[config.mk]
export PLATFORM = sky130hd
export DESIGN_NAME = regfile_write_arbiter_flat
export DESIGN_NICKNAME = d
export VERILOG_FILES = /design/src/rtl/regfile_write_arbiter_if.sv /design/src/rtl/regfile_write_arbiter.sv /design/src/flat_wrapper.sv
export SDC_FILE = /design/constraint.sdc
export NUM_CORES = 1
export LEC_CHECK = 0
export ABC_CLOCK_PERIOD_IN_PS = 2750
export CORE_MARGIN = 2
export CORE_UTILIZATION = 33
export CTS_BUF_LIST = sky130_fd_sc_hd__clkbuf_16
export CTS_CLUSTER_SIZE = 14
export DETAILED_ROUTE_END_ITERATION = 10
export MAX_ROUTING_LAYER = met4
export PLACE_DENSITY = 0.77
export REMOVE_ABC_BUFFERS = 1
export SYNTH_ARGS = -nofsm -noshare
export SYNTH_HDL_FRONTEND = slang
export SYNTH_SLANG_ARGS = --single-unit
[constraint.sdc]
create_clock -name clk -period 2.75 [get_ports clk]
set_input_delay 0.825 -clock clk [delete_from_list [all_inputs] [get_ports clk]]
set_output_delay 0.825 -clock clk [all_outputs]
set_load 0.05 [all_outputs]
[src/rtl/regfile_write_arbiter_if.sv]
// regfile_write_arbiter_if: requester handshakes plus register-file write and forwarding outputs
interface regfile_write_arbiter_if #(parameter int CNT_W = 16);
    logic stall;
    logic req0_valid;
    logic [4:0] req0_addr;
    logic [31:0] req0_data;
    logic req0_ready;
    logic req1_valid;
    logic [4:0] req1_addr;
    logic [31:0] req1_data;
    logic req1_ready;
    logic [31:0] writeEnable;
    logic [31:0] writeData;
    logic fwd_valid;
    logic [4:0] fwd_addr;
    logic [31:0] fwd_data;
    logic [CNT_W-1:0] writeCount;
    modport master(
        output stall, req0_valid, req0_addr, req0_data, req1_valid, req1_addr, req1_data,
        input req0_ready, req1_ready, writeEnable, writeData, fwd_valid, fwd_addr, fwd_data, writeCount
    );
    modport slave(
        input stall, req0_valid, req0_addr, req0_data, req1_valid, req1_addr, req1_data,
        output req0_ready, req1_ready, writeEnable, writeData, fwd_valid, fwd_addr, fwd_data, writeCount
    );
endinterface

[src/rtl/regfile_write_arbiter.sv]
// regfile_write_arbiter: round-robin arbitration of two writeback ports into a one-cycle register-file write stage
module regfile_write_arbiter #(
    parameter bit ZERO_PROTECT = 1'b1,
    parameter int CNT_W = 16
) (
    input logic clk,
    input logic rst,
    regfile_write_arbiter_if.slave bus
);
    logic prio, wrValid, sel1, grantOk, xfer, protect, fwdValid;
    logic [4:0] wrAddr, nextAddr;
    logic [31:0] wrData, nextData;
    logic [CNT_W-1:0] count;
    // With both or neither requester valid the pointer decides, so an idle requester never steals a turn
    always_comb begin
        grantOk = rst && !bus.stall;
        sel1 = (bus.req0_valid == bus.req1_valid) ? prio : bus.req1_valid;
        xfer = grantOk && (sel1 ? bus.req1_valid : bus.req0_valid);
        nextAddr = sel1 ? bus.req1_addr : bus.req0_addr;
        nextData = sel1 ? bus.req1_data : bus.req0_data;
        protect = ZERO_PROTECT && wrAddr == 5'd0;
        fwdValid = wrValid && !protect;
    end
    always_ff @(posedge clk or negedge rst) begin
        if (!rst) begin
            prio <= 1'b0;
            wrValid <= 1'b0;
            wrAddr <= 5'd0;
            wrData <= 32'd0;
            count <= '0;
        end else begin
            wrValid <= xfer;
            if (xfer) begin
                prio <= !sel1;
                wrAddr <= nextAddr;
                wrData <= nextData;
            end
            if (xfer && !(ZERO_PROTECT && nextAddr == 5'd0))
                count <= count + CNT_W'(1);
        end
    end
    assign bus.req0_ready = grantOk && !sel1;
    assign bus.req1_ready = grantOk && sel1;
    assign bus.writeEnable = ~(32'(fwdValid) << wrAddr);
    assign bus.writeData = wrData;
    assign bus.fwd_valid = fwdValid;
    assign bus.fwd_addr = wrAddr;
    assign bus.fwd_data = wrData;
    assign bus.writeCount = count;
endmodule

[src/flat_wrapper.sv]
// flat-port wrapper written by rule: the top's interface ports become plain ports
module regfile_write_arbiter_flat 
#(
    parameter bit ZERO_PROTECT = 1'b1,
    parameter int CNT_W = 16
)
  (clk, rst, bus_stall, bus_req0_valid, bus_req0_addr, bus_req0_data, bus_req1_valid, bus_req1_addr, bus_req1_data, bus_req0_ready, bus_req1_ready, bus_writeEnable, bus_writeData, bus_fwd_valid, bus_fwd_addr, bus_fwd_data, bus_writeCount);
  regfile_write_arbiter_if #(.CNT_W(CNT_W)) bus_i ();
  input logic clk;
  input logic rst;
  input wire logic [$bits(bus_i.stall)-1:0] bus_stall;
  input wire logic [$bits(bus_i.req0_valid)-1:0] bus_req0_valid;
  input wire logic [$bits(bus_i.req0_addr)-1:0] bus_req0_addr;
  input wire logic [$bits(bus_i.req0_data)-1:0] bus_req0_data;
  input wire logic [$bits(bus_i.req1_valid)-1:0] bus_req1_valid;
  input wire logic [$bits(bus_i.req1_addr)-1:0] bus_req1_addr;
  input wire logic [$bits(bus_i.req1_data)-1:0] bus_req1_data;
  output wire logic [$bits(bus_i.req0_ready)-1:0] bus_req0_ready;
  output wire logic [$bits(bus_i.req1_ready)-1:0] bus_req1_ready;
  output wire logic [$bits(bus_i.writeEnable)-1:0] bus_writeEnable;
  output wire logic [$bits(bus_i.writeData)-1:0] bus_writeData;
  output wire logic [$bits(bus_i.fwd_valid)-1:0] bus_fwd_valid;
  output wire logic [$bits(bus_i.fwd_addr)-1:0] bus_fwd_addr;
  output wire logic [$bits(bus_i.fwd_data)-1:0] bus_fwd_data;
  output wire logic [$bits(bus_i.writeCount)-1:0] bus_writeCount;
  assign bus_i.stall = bus_stall;
  assign bus_i.req0_valid = bus_req0_valid;
  assign bus_i.req0_addr = bus_req0_addr;
  assign bus_i.req0_data = bus_req0_data;
  assign bus_i.req1_valid = bus_req1_valid;
  assign bus_i.req1_addr = bus_req1_addr;
  assign bus_i.req1_data = bus_req1_data;
  assign bus_req0_ready = bus_i.req0_ready;
  assign bus_req1_ready = bus_i.req1_ready;
  assign bus_writeEnable = bus_i.writeEnable;
  assign bus_writeData = bus_i.writeData;
  assign bus_fwd_valid = bus_i.fwd_valid;
  assign bus_fwd_addr = bus_i.fwd_addr;
  assign bus_fwd_data = bus_i.fwd_data;
  assign bus_writeCount = bus_i.writeCount;
  regfile_write_arbiter #(.ZERO_PROTECT(ZERO_PROTECT), .CNT_W(CNT_W)) u_core (.clk(clk), .rst(rst), .bus(bus_i));
endmodule
==> results.json <==
{
  "cp_max_fo": 2,
  "die_h_microns": 101.3,
  "clock_sinks": 55,
  "relSlewSlack_pct": 65.04,
  "placed_cell_area_sq_um": 5035,
  "grt_max_degree": 59,
  "setup_tns_ns": -0.04037,
  "place_congestion": 0.8255,
  "rsz0062_at_grt": "true",
  "finalHoldViolations": 0,
  "worstSetupEndpointType": "output port",
  "min_to": "u_core.bus.writeCount[15]",
  "crit_path_max_incr_delay_ns": 0.32,
  "setup_violations": 1,
  "final_cells": 650,
  "wl_mm": 9.819,
  "vias": 3130,
  "cts-htree-levels": 2,
  "ios": 199,
  "ir_drop_mv": 0.4025,
  "cts_setup_buffers": 0,
  "yosysWarningCount": 0,
  "yosysTopAreaCellShare_pct": 44.07,
  "clockBufferDepth": 2,
  "cts_buffers": 5,
  "antenna_cells": 0,
  "ys_types": 34,
  "drt-vias-per-instance": 4.815,
  "postCtsHoldBufs": 0,
  "layout_min_cycle_time_ns": 2.790,
  "path_class": "input pin to output port",
  "path_clk_slew_ns": 0.07,
  "regToRegEndpoint": "u_core.bus.writeCount[6]",
  "rr_worst_depth": 6,
  "grt.total_usage_pct": 19.35,
  "cts_tree": "yes",
  "place_inst": 642,
  "synth-async-reset-ratio_pct": 100.0,
  "mostFrequentLayoutCells": "160 x clkdlybuf4s50_1, 112 x nand2_1, 55 x dfrtp_1",
  "cp-start-kind": "input pin",
  "violations": "negative setup slack",
  "coreArea_sq_um": 9196,
  "die_x_microns": 101.3,
  "cts-root-buf": "clkbuf_16",
  "synth-edff-count": 0,
  "crit_chain": "buf_8, inv_4, ha_4, mux2_4, nor3b_2, buf_4, buf_12",
  "syn-instance-count": 370,
  "cp_slowest_cell": "mux2_4",
  "min_path_type": "flip-flop to flip-flop",
  "drive_gt1_share_pct": 10.02,
  "hp-start": "u_core.bus.writeCount[15]",
  "leakage_nw": 2.086,
  "r2r_start": "u_core.prio",
  "rows": 35,
  "holdPathStages": 1,
  "ys_top_cells_by_area": "dfrtp_1 44%, nand2_1 13%, buf_4 7.9%",
  "synth-seq-cells": 55,
  "avgRoutedWirePerCell_microns": 15.11,
  "cp.arrival_ns": 1.97,
  "dieArea_sq_um": 10260,
  "firstDrtPassIters": 4,
  "syn-cell-area_sq_um": 3123,
  "nNetsFinal": 619,
  "critPathRequiredTime_ns": 1.93,
  "hold_slack_ns": 0.4752,
  "gr-total-overflow": 0,
  "antenna_left": 0,
  "drv_slew": 0,
  "synth_area_per_cell_sq_um": 8.441,
  "seq_area_frac_synth_pct": 44.07,
  "start_util_pct": 33.96,
  "synth_area_leader_cell": "dfrtp_1",
  "antenna_found_initial": 0,
  "skew_ns": 0.003158,
  "finalWorstSetupSlack_ns": -0.04037,
  "grt_pass1_vias": 3108,
  "initialDrtViolationCount": 135,
  "design_area_sq_um": 5246,
  "final_common_cell": "clkdlybuf4s50_1",
  "finalPower_mw": 4.455,
  "drc": 0,
  "period_share_pct": 101.5,
  "clk-insertion-delay-late_ns": 0.28,
  "status": "complete, but fails checks",
  "dp_hpwl_mm": 7.658,
  "ff2ff_setup_slack_ns": 0.73,
  "port_buffers": 197,
  "p_per_area_nw_per_um2": 849.2,
  "synth_top_flop_cell": "dfrtp_1",
  "grt_pass1_wl_mm": 15.25,
  "tightest_slew_ns": 0.5228,
  "cap_violations": 0,
  "achievable-frequency_mhz": 358.4,
  "syn_to_final_growth_pct": 67.99
}
[how the worst max path moves through the flow]
stage	startpoint	to	slack [ns]	depth (start not counted)
final	bus_req1_valid	bus_req0_ready	-0.04	7
after global routing	bus_req0_valid	bus_req0_ready	-0.08	7
after global placement	bus_req1_valid	bus_req0_ready	-0.50	7
after detailed placement	bus_req1_valid	u_core.bus.writeCount[14]	-0.54	9
after floorplan	bus_req1_valid	bus_req1_ready	-1.57	4
after CTS	bus_req1_valid	bus_req0_ready	-0.02	7
[timing repair]
item / CTS / global route
pin swaps: 2 / 2
gates resized for setup: 47 / 6
setup endpoints to repair: 45 / 5
[report_power, final]
part / leakage (nW) / internal (mW) / switching, mW
Combinational: 1.36 / 0.824 / 1.62
Sequential: 0.634 / 1.00 / 0.217
Clock: 0.0952 / 0.519 / 0.277
Total: 2.09 / 2.34 / 2.11
[area by class of cell]
type / instances / area [sq um]
fill: 853 / 3950
multi-input combinational: 257 / 1429
timing repair buffer: 215 / 2093
tap: 111 / 138.9
clock inverter: 3 / 63.81
inverter: 4 / 20.02
sequential: 55 / 1376
clock buffer: 5 / 125.1
[registers in the layout, summed over array words and instances (netlist names)]
| name | flops |
|---|---|
| u_core.bus.fwd_data | 32 |
| u_core.prio | 1 |
| u_core.wrValid | 1 |
| u_core.bus.fwd_addr | 5 |
| u_core.bus.writeCount | 16 |
[logic make-up (layout without fill, tap and decap cells)]
group / Yosys count / after routing / share of synthesized area (%)
simple gates: 181 / 181 / 24.40
flops: 55 / 55 / 44.07
buf+inv: 58 / 227 / 11.58
compound gates: 54 / 54 / 13.42
fa+ha+maj: 2 / 2 / 0.8012
mux: 4 / 4 / 1.402
other cells: 1 / 1 / 0.1201
xor+xnor: 15 / 15 / 4.207
[synthesized netlist by cell type, types with 3 or more instances]
cell / number
a31oi_1: 37
clkbuf_1: 10
a211oi_1: 3
nand3_1: 5
buf_2: 4
dfrtp_1: 55
buf_4: 33
nand2b_1: 3
nand2_1: 112
inv_1: 4
nand4_1: 3
xor2_1: 13
nor3_1: 3
a21oi_1: 3
buf_1: 5
nor2_1: 44
a211oi_2: 5
[worst max-delay path, delay by kind of cell]
family / cells / cell delay, ns
mux: 1 / 0.32
buf+inv: 4 / 0.38
fa+ha+maj: 1 / 0.26
simple gates: 1 / 0.18
[routing by layer]
| layer | vias to the layer above | wire (microns) | track usage (%) |
|---|---|---|---|
| met5 | - | 0 | - |
| met4 | 0 | 108 | 4.158 |
| met3 | 12 | 591 | 3.106 |
| met2 | 132 | 5264 | 35.61 |
| met1 | 1460 | 3855 | 22.07 |
| li1 | 1526 | - | - |
[through the flow]
step	utilization (%)	setup WS, ns
floorplan	-	-1.569
global route	57.05	-0.07780
CTS	56.86	-0.01662
finish	57.05	-0.04037
global placement	54.75	-0.5002
detailed placement	54.75	-0.5369
Note: power is estimated with default switching activity, not from simulation.
==> variant 1: new RTL, config.mk and constraints unchanged <==
`CNT_W` is set to 16 in 3 places; all go to 14.
--- a/src/rtl/regfile_write_arbiter_if.sv
+++ b/src/rtl/regfile_write_arbiter_if.sv
@@ -1,5 +1,5 @@
 // regfile_write_arbiter_if: requester handshakes plus register-file write and forwarding outputs
-interface regfile_write_arbiter_if #(parameter int CNT_W = 16);
+interface regfile_write_arbiter_if #(parameter int CNT_W = 14);
     logic stall;
     logic req0_valid;
     logic [4:0] req0_addr;
--- a/src/rtl/regfile_write_arbiter.sv
+++ b/src/rtl/regfile_write_arbiter.sv
@@ -1,7 +1,7 @@
 // regfile_write_arbiter: round-robin arbitration of two writeback ports into a one-cycle register-file write stage
 module regfile_write_arbiter #(
     parameter bit ZERO_PROTECT = 1'b1,
-    parameter int CNT_W = 16
+    parameter int CNT_W = 14
 ) (
     input logic clk,
     input logic rst,
--- a/src/flat_wrapper.sv
+++ b/src/flat_wrapper.sv
@@ -2,7 +2,7 @@
 module regfile_write_arbiter_flat 
 #(
     parameter bit ZERO_PROTECT = 1'b1,
-    parameter int CNT_W = 16
+    parameter int CNT_W = 14
 )
   (clk, rst, bus_stall, bus_req0_valid, bus_req0_addr, bus_req0_data, bus_req1_valid, bus_req1_addr, bus_req1_data, bus_req0_ready, bus_req1_ready, bus_writeEnable, bus_writeData, bus_fwd_valid, bus_fwd_addr, bus_fwd_data, bus_writeCount);
   regfile_write_arbiter_if #(.CNT_W(CNT_W)) bus_i ();
Interface: changed (resized bus_writeCount); port bits go from 199 to 197. The function was not compared with the original's and may differ.
==> variant 1 against the original RTL <==
- cell count shrank 6.5%
- largest cell class unchanged
- synthesized cell count down 11%
- power decreased by 17%
- critical path depth fell by 1
- design area fell by 3.0%
- worst hold slack lost 2.9 ps
- sequential cell count shrank 2
- wire length is 14% lower
- setup slack improved by 160 ps
- synthesized area down 1.1%
==> variant 1: results (changes against the original RTL) <==
Routing
  • Wire length per cell: 13.9 µm (was 15.1 µm)
  • M1 wire length: 3290 µm (was 3860 µm)
  • DRT iter0 DRCs: 40 (was 135)
  • Via count: 2876 (was 3130)

Layout
  • Non-CTS buffers: 212 (was 215)
  • Footprint of the multi-input gates: 1430 µm² (about the same)
  • Clock-cell share: 2.78% (was 3.60%)
  • Sequential cell area share: 26.1% (was 26.2%)
  • Seq. cell area: 1330 µm² (was 1380 µm²)
  • Post-route insts no fill: 608 (was 650)

Critical path
  • Max FO, Critical Path: 3 (was 2)
  • FF-to-FF End: u_core.bus.writeCount[4] (was u_core.bus.writeCount[6])
  • Reg2Reg Depth: 7 (was 6)
  • CP max-delay cell: ha_4 (was mux2_4)
  • R2r setup slk: 930 ps (was 730 ps)

Outcome
  • Status: completed (was complete, but fails checks)

Power and ir drop
  • LEAKAGE: 2.18 nW (was 2.09 nW)
  • IR Drop Worst-Case VDD: 0.407 mV (was 0.402 mV)

Yosys
  • Compound-gate portion of the synthesized area: 6.24% (was 13.4%)
  • Mux share of post-synthesis cell area: 12.8% (was 1.40%)
  • Mean Syn Cell Area: 9.39 µm² (was 8.44 µm²)
  • Post-synthesis adder-cell area fraction: 0.810% (was 0.801%)

Placement
  • Port Buffers: 195 (was 197)

Clocking
  • Post_cts resized: 36 (was 47)

Timing
  • Worst-Margin Slew: 662 ps (was 523 ps)
  • Worst clock skew: 4.14 ps (was 3.16 ps)

Global route
  • GRT met1 Usage: 18.6% (was 22.1%)
  • Largest net degree at the start of global routing: 54 (was 59)
  • Met2 Use GR: 29.9% (was 35.6%)

Worst hold path
  • HP Start: u_core.bus.writeCount[13] (was u_core.bus.writeCount[15])
  • Hold Path End: u_core.bus.writeCount[13] (was u_core.bus.writeCount[15])
[variant 1: changes by cell type after synthesis, moves of 3 or more]
cell | before | now
a31oi_1 | 37 | 0
o21ai_0 | 0 | 37
mux2i_1 | 1 | 37
nand2_1 | 112 | 77
nor2_1 | 44 | 9
nor4_2 | 0 | 7
a211oi_2 | 5 | 0
buf_1 | 5 | 0
a211oi_1 | 3 | 0
a21oi_1 | 3 | 0
nor4_1 | 0 | 3
[variant 1: cell families (layout without fill, tap and decap cells)]
kind of cell    after synthesis  after routing
flops                        53             53
mux                          39             39
buf+inv                      56            224
fa+ha+maj                     2              2
other cells                   1              1
xor+xnor                     13             13
compound gates               38             38
simple gates                127            127
[variant 1: through the flow]
step,worst slack (ps),hold WS [ps]
floorplan,-1940,466
global placement,-327,463
detailed placement,-396,461
CTS,14.1,474
global route,70.8,508
finish,119,472
[variant 1: power by group]
part           internal [mW]  total (mW)  switching (mW)
logic                  0.693        1.97            1.28
registers              0.933        1.11           0.172
clock network          0.335       0.602           0.268
total                   1.96        3.68            1.72
==> variant 2: new RTL, same settings <==
Without the edit above. Make the reset (`rst`) synchronous in one clocked block.
--- a/src/rtl/regfile_write_arbiter.sv
+++ b/src/rtl/regfile_write_arbiter.sv
@@ -21,7 +21,7 @@
         protect = ZERO_PROTECT && wrAddr == 5'd0;
         fwdValid = wrValid && !protect;
     end
-    always_ff @(posedge clk or negedge rst) begin
+    always_ff @(posedge clk) begin
         if (!rst) begin
             prio <= 1'b0;
             wrValid <= 1'b0;
Formal check against the unedited RTL: differs if rst is asserted again (counterexample within 4 cycles, from zero or initial values and one cycle with rst low); with rst held inactive, the same outputs for 10 cycles.
==> variant 2 against the original RTL <==
- synthesized area grew 0.48%
- design area grew 0.64%
- sequential cell count is the same
- setup slack gained 140 ps
- core utilization grew 0.095 points
- wire length shrank 2.7%
- largest cell class unchanged
- non-clock buffer count shrank 1
Power is not compared: it rests on default switching activity, and its combinational part moved more than twofold at a synthesized area within 25%.
==> variant 2: results (changes against the original RTL) <==
Routing
  • DRT Wirelength: 9560 µm (was 9820 µm)
  • Drt pass-1 iters: 4 (unchanged)
  • DRT iter0 DRCs: 83 (was 135)
  • Via/cell ratio: 4.84 (was 4.82)

Clocking
  • Worst-path clk slew: 70 ps (about the same)
  • H-tree levels: 2 (unchanged)
  • Clock Path Buffers: 2 (unchanged)
  • Num CTS Buffers: 5 (unchanged)
  • Later-pin clock latency in the skew report: 280 ps (about the same)
  • Clock Tree Root: clkbuf_16 (unchanged)

Layout
  • Share of cells above drive strength 1: 11.2% (was 10.0%)
  • Max reg flops: 32 (unchanged)
  • Final Net Count: 616 (was 619)
  • Inserted Diodes: 0 (unchanged)
  • Post-route insts no fill: 663 (was 650)
  • FILL cells: 800 (was 853)

Power and ir drop
  • IR Drop Worst-Case VDD: 0.240 mV
  • PwrDens: 442 nW/µm²
  • LEAKAGE: 2.01 nW

Worst hold path
  • Hold crit path type: reg2reg (unchanged)

Yosys
  • Seq/Total Area, Yosys: 35.1% (was 44.1%)
  • Synth cell count leaders: dfxtp_1 (55), nand2_1 (53), mux2i_1 (49) (was nand2_1 (112), dfrtp_1 (55), nor2_1 (44))
  • Synth unique cells: 38 (was 34)
  • Mean Syn Cell Area: 8.39 µm² (was 8.44 µm²)
  • Synth top area cells: dfxtp_1 (35%), mux2i_1 (16%), buf_4 (8.4%), nand3_1 (7.7%), nand2_1 (6.3%) (was dfrtp_1 (44%), nand2_1 (13%), buf_4 (7.9%), a31oi_1 (7.4%), nor2_1 (5.3%))
  • Async SR Flop Fraction: 0% (was 100%)

Global route
  • Initial antenna violation count: 0 (unchanged)
  • Vias in the first global route: 2955 (was 3108)
  • Largest net degree at the start of global routing: 60 (was 59)
  • Global-route wire length before repair: 14300 µm (was 15200 µm)
  • All-Layer GR Usage: 17.9% (was 19.4%)

Critical path
  • Delay-heaviest family, CP: buffers and inverters (unchanged)
  • CP max-delay cell: ha_4 (was mux2_4)
  • Slowest Stage Delay on Critical Path: 230 ps (was 320 ps)
  • Max FO, Critical Path: 2 (unchanged)
  • R2r setup slk: 1070 ps (was 730 ps)
  • Worst EP arrival: 1830 ps (was 1970 ps)

Timing
  • Worst-Margin Slew: 611 ps (was 523 ps)
  • Worst clock skew: 4.13 ps (was 3.16 ps)

Outcome
  • Status: completed (was complete, but fails checks)

Placement
  • Detailed placement HPWL: 7360 µm (was 7660 µm)
  • GP Congestion: 0.788 (was 0.826)
  • Port Buffers: 197 (unchanged)
  • Post-DP Area: 5090 µm² (was 5030 µm²)
-- variant 2: cell count changes in the layout (fill, tap and decap cells not counted), sizes merged, moves of 9 or more --
cell,change
a31oi,-37
nor2,-35
dlygate4sd2,-20
dlymetal6s2s,+9
dfrtp,-55
xor2,-13
dfxtp,+55
nand2,-59
o21ai,+37
mux2i,+49
nand3,+43
-- variant 2: repair_timing --
item                                    CTS  global route
gates resized for setup                  21            16
hold endpoints to repair                  0             0
hold buffers                              0             0
setup buffers                             1             0
pin swaps                                 2             1
endpoints found under the setup margin   22            22
-- variant 2: where the power goes --
part	total [mW]	switching, mW	internal [mW]
logic	0.854	0.509	0.345
registers	0.897	0.0506	0.846
clock network	0.585	0.261	0.325
-- variant 2: worst paths after layout --
kind                          endpoint  cells past startpoint                     start
min reg2reg   u_core.bus.writeCount[6]                      2  u_core.bus.writeCount[6]
max                     bus_req1_ready                      7            bus_req1_valid
min           u_core.bus.writeCount[6]                      2  u_core.bus.writeCount[6]
max reg2reg  u_core.bus.writeCount[10]                      5               u_core.prio
-- variant 2: cells by family (layout without fill, tap and decap cells) --
| group | after synthesis | in the layout | synth area share (%) |
|---|---|---|---|
| buffers and inverters | 64 | 224 | 13.0 |
| other | 1 | 1 | 0.120 |
| AND/OR/NAND/NOR | 138 | 138 | 21.2 |
| multiplexers | 51 | 51 | 16.7 |
| adder cells (fa/ha/maj) | 2 | 2 | 0.797 |
| AO/OA/AOI/OAI | 63 | 63 | 13.2 |
| flip-flops | 55 | 55 | 35.1 |
-- variant 2: per-layer routing --
layer,global-route usage [%],share of wire (%),vias to the layer above
met5,-,0,-
met4,3.74,0.93,0
met3,2.90,6.7,6
met2,30.3,51,145
met1,22.3,41,1471
li1,-,-,1586
-- variant 2: per-stage QoR --
step           hold slack [ps]  setup WS [ps]
6_report                   483           95.4
5_1_grt                    516          -20.6
4_1_cts                    484          -42.2
3_5_place_dp               473           -460
3_3_place_gp               456           -398
2_1_floorplan              477           -970
-- variant 2: worst min-delay path, stage by stage (launching register included) --
cell     delay (ps)
dfxtp_1         330
nand2_1          60
mux2i_1          50
-- variant 2: cell type report --
class | count | area share [%]
Clock buffer | 5 | 2.37
Clock inverter | 1 | 0.0711
Inverter | 4 | 0.379
Multi-Input combinational cell | 255 | 31.6
Sequential cell | 55 | 20.9
Tap cell | 129 | 3.06
Timing Repair Buffer | 214 | 41.7
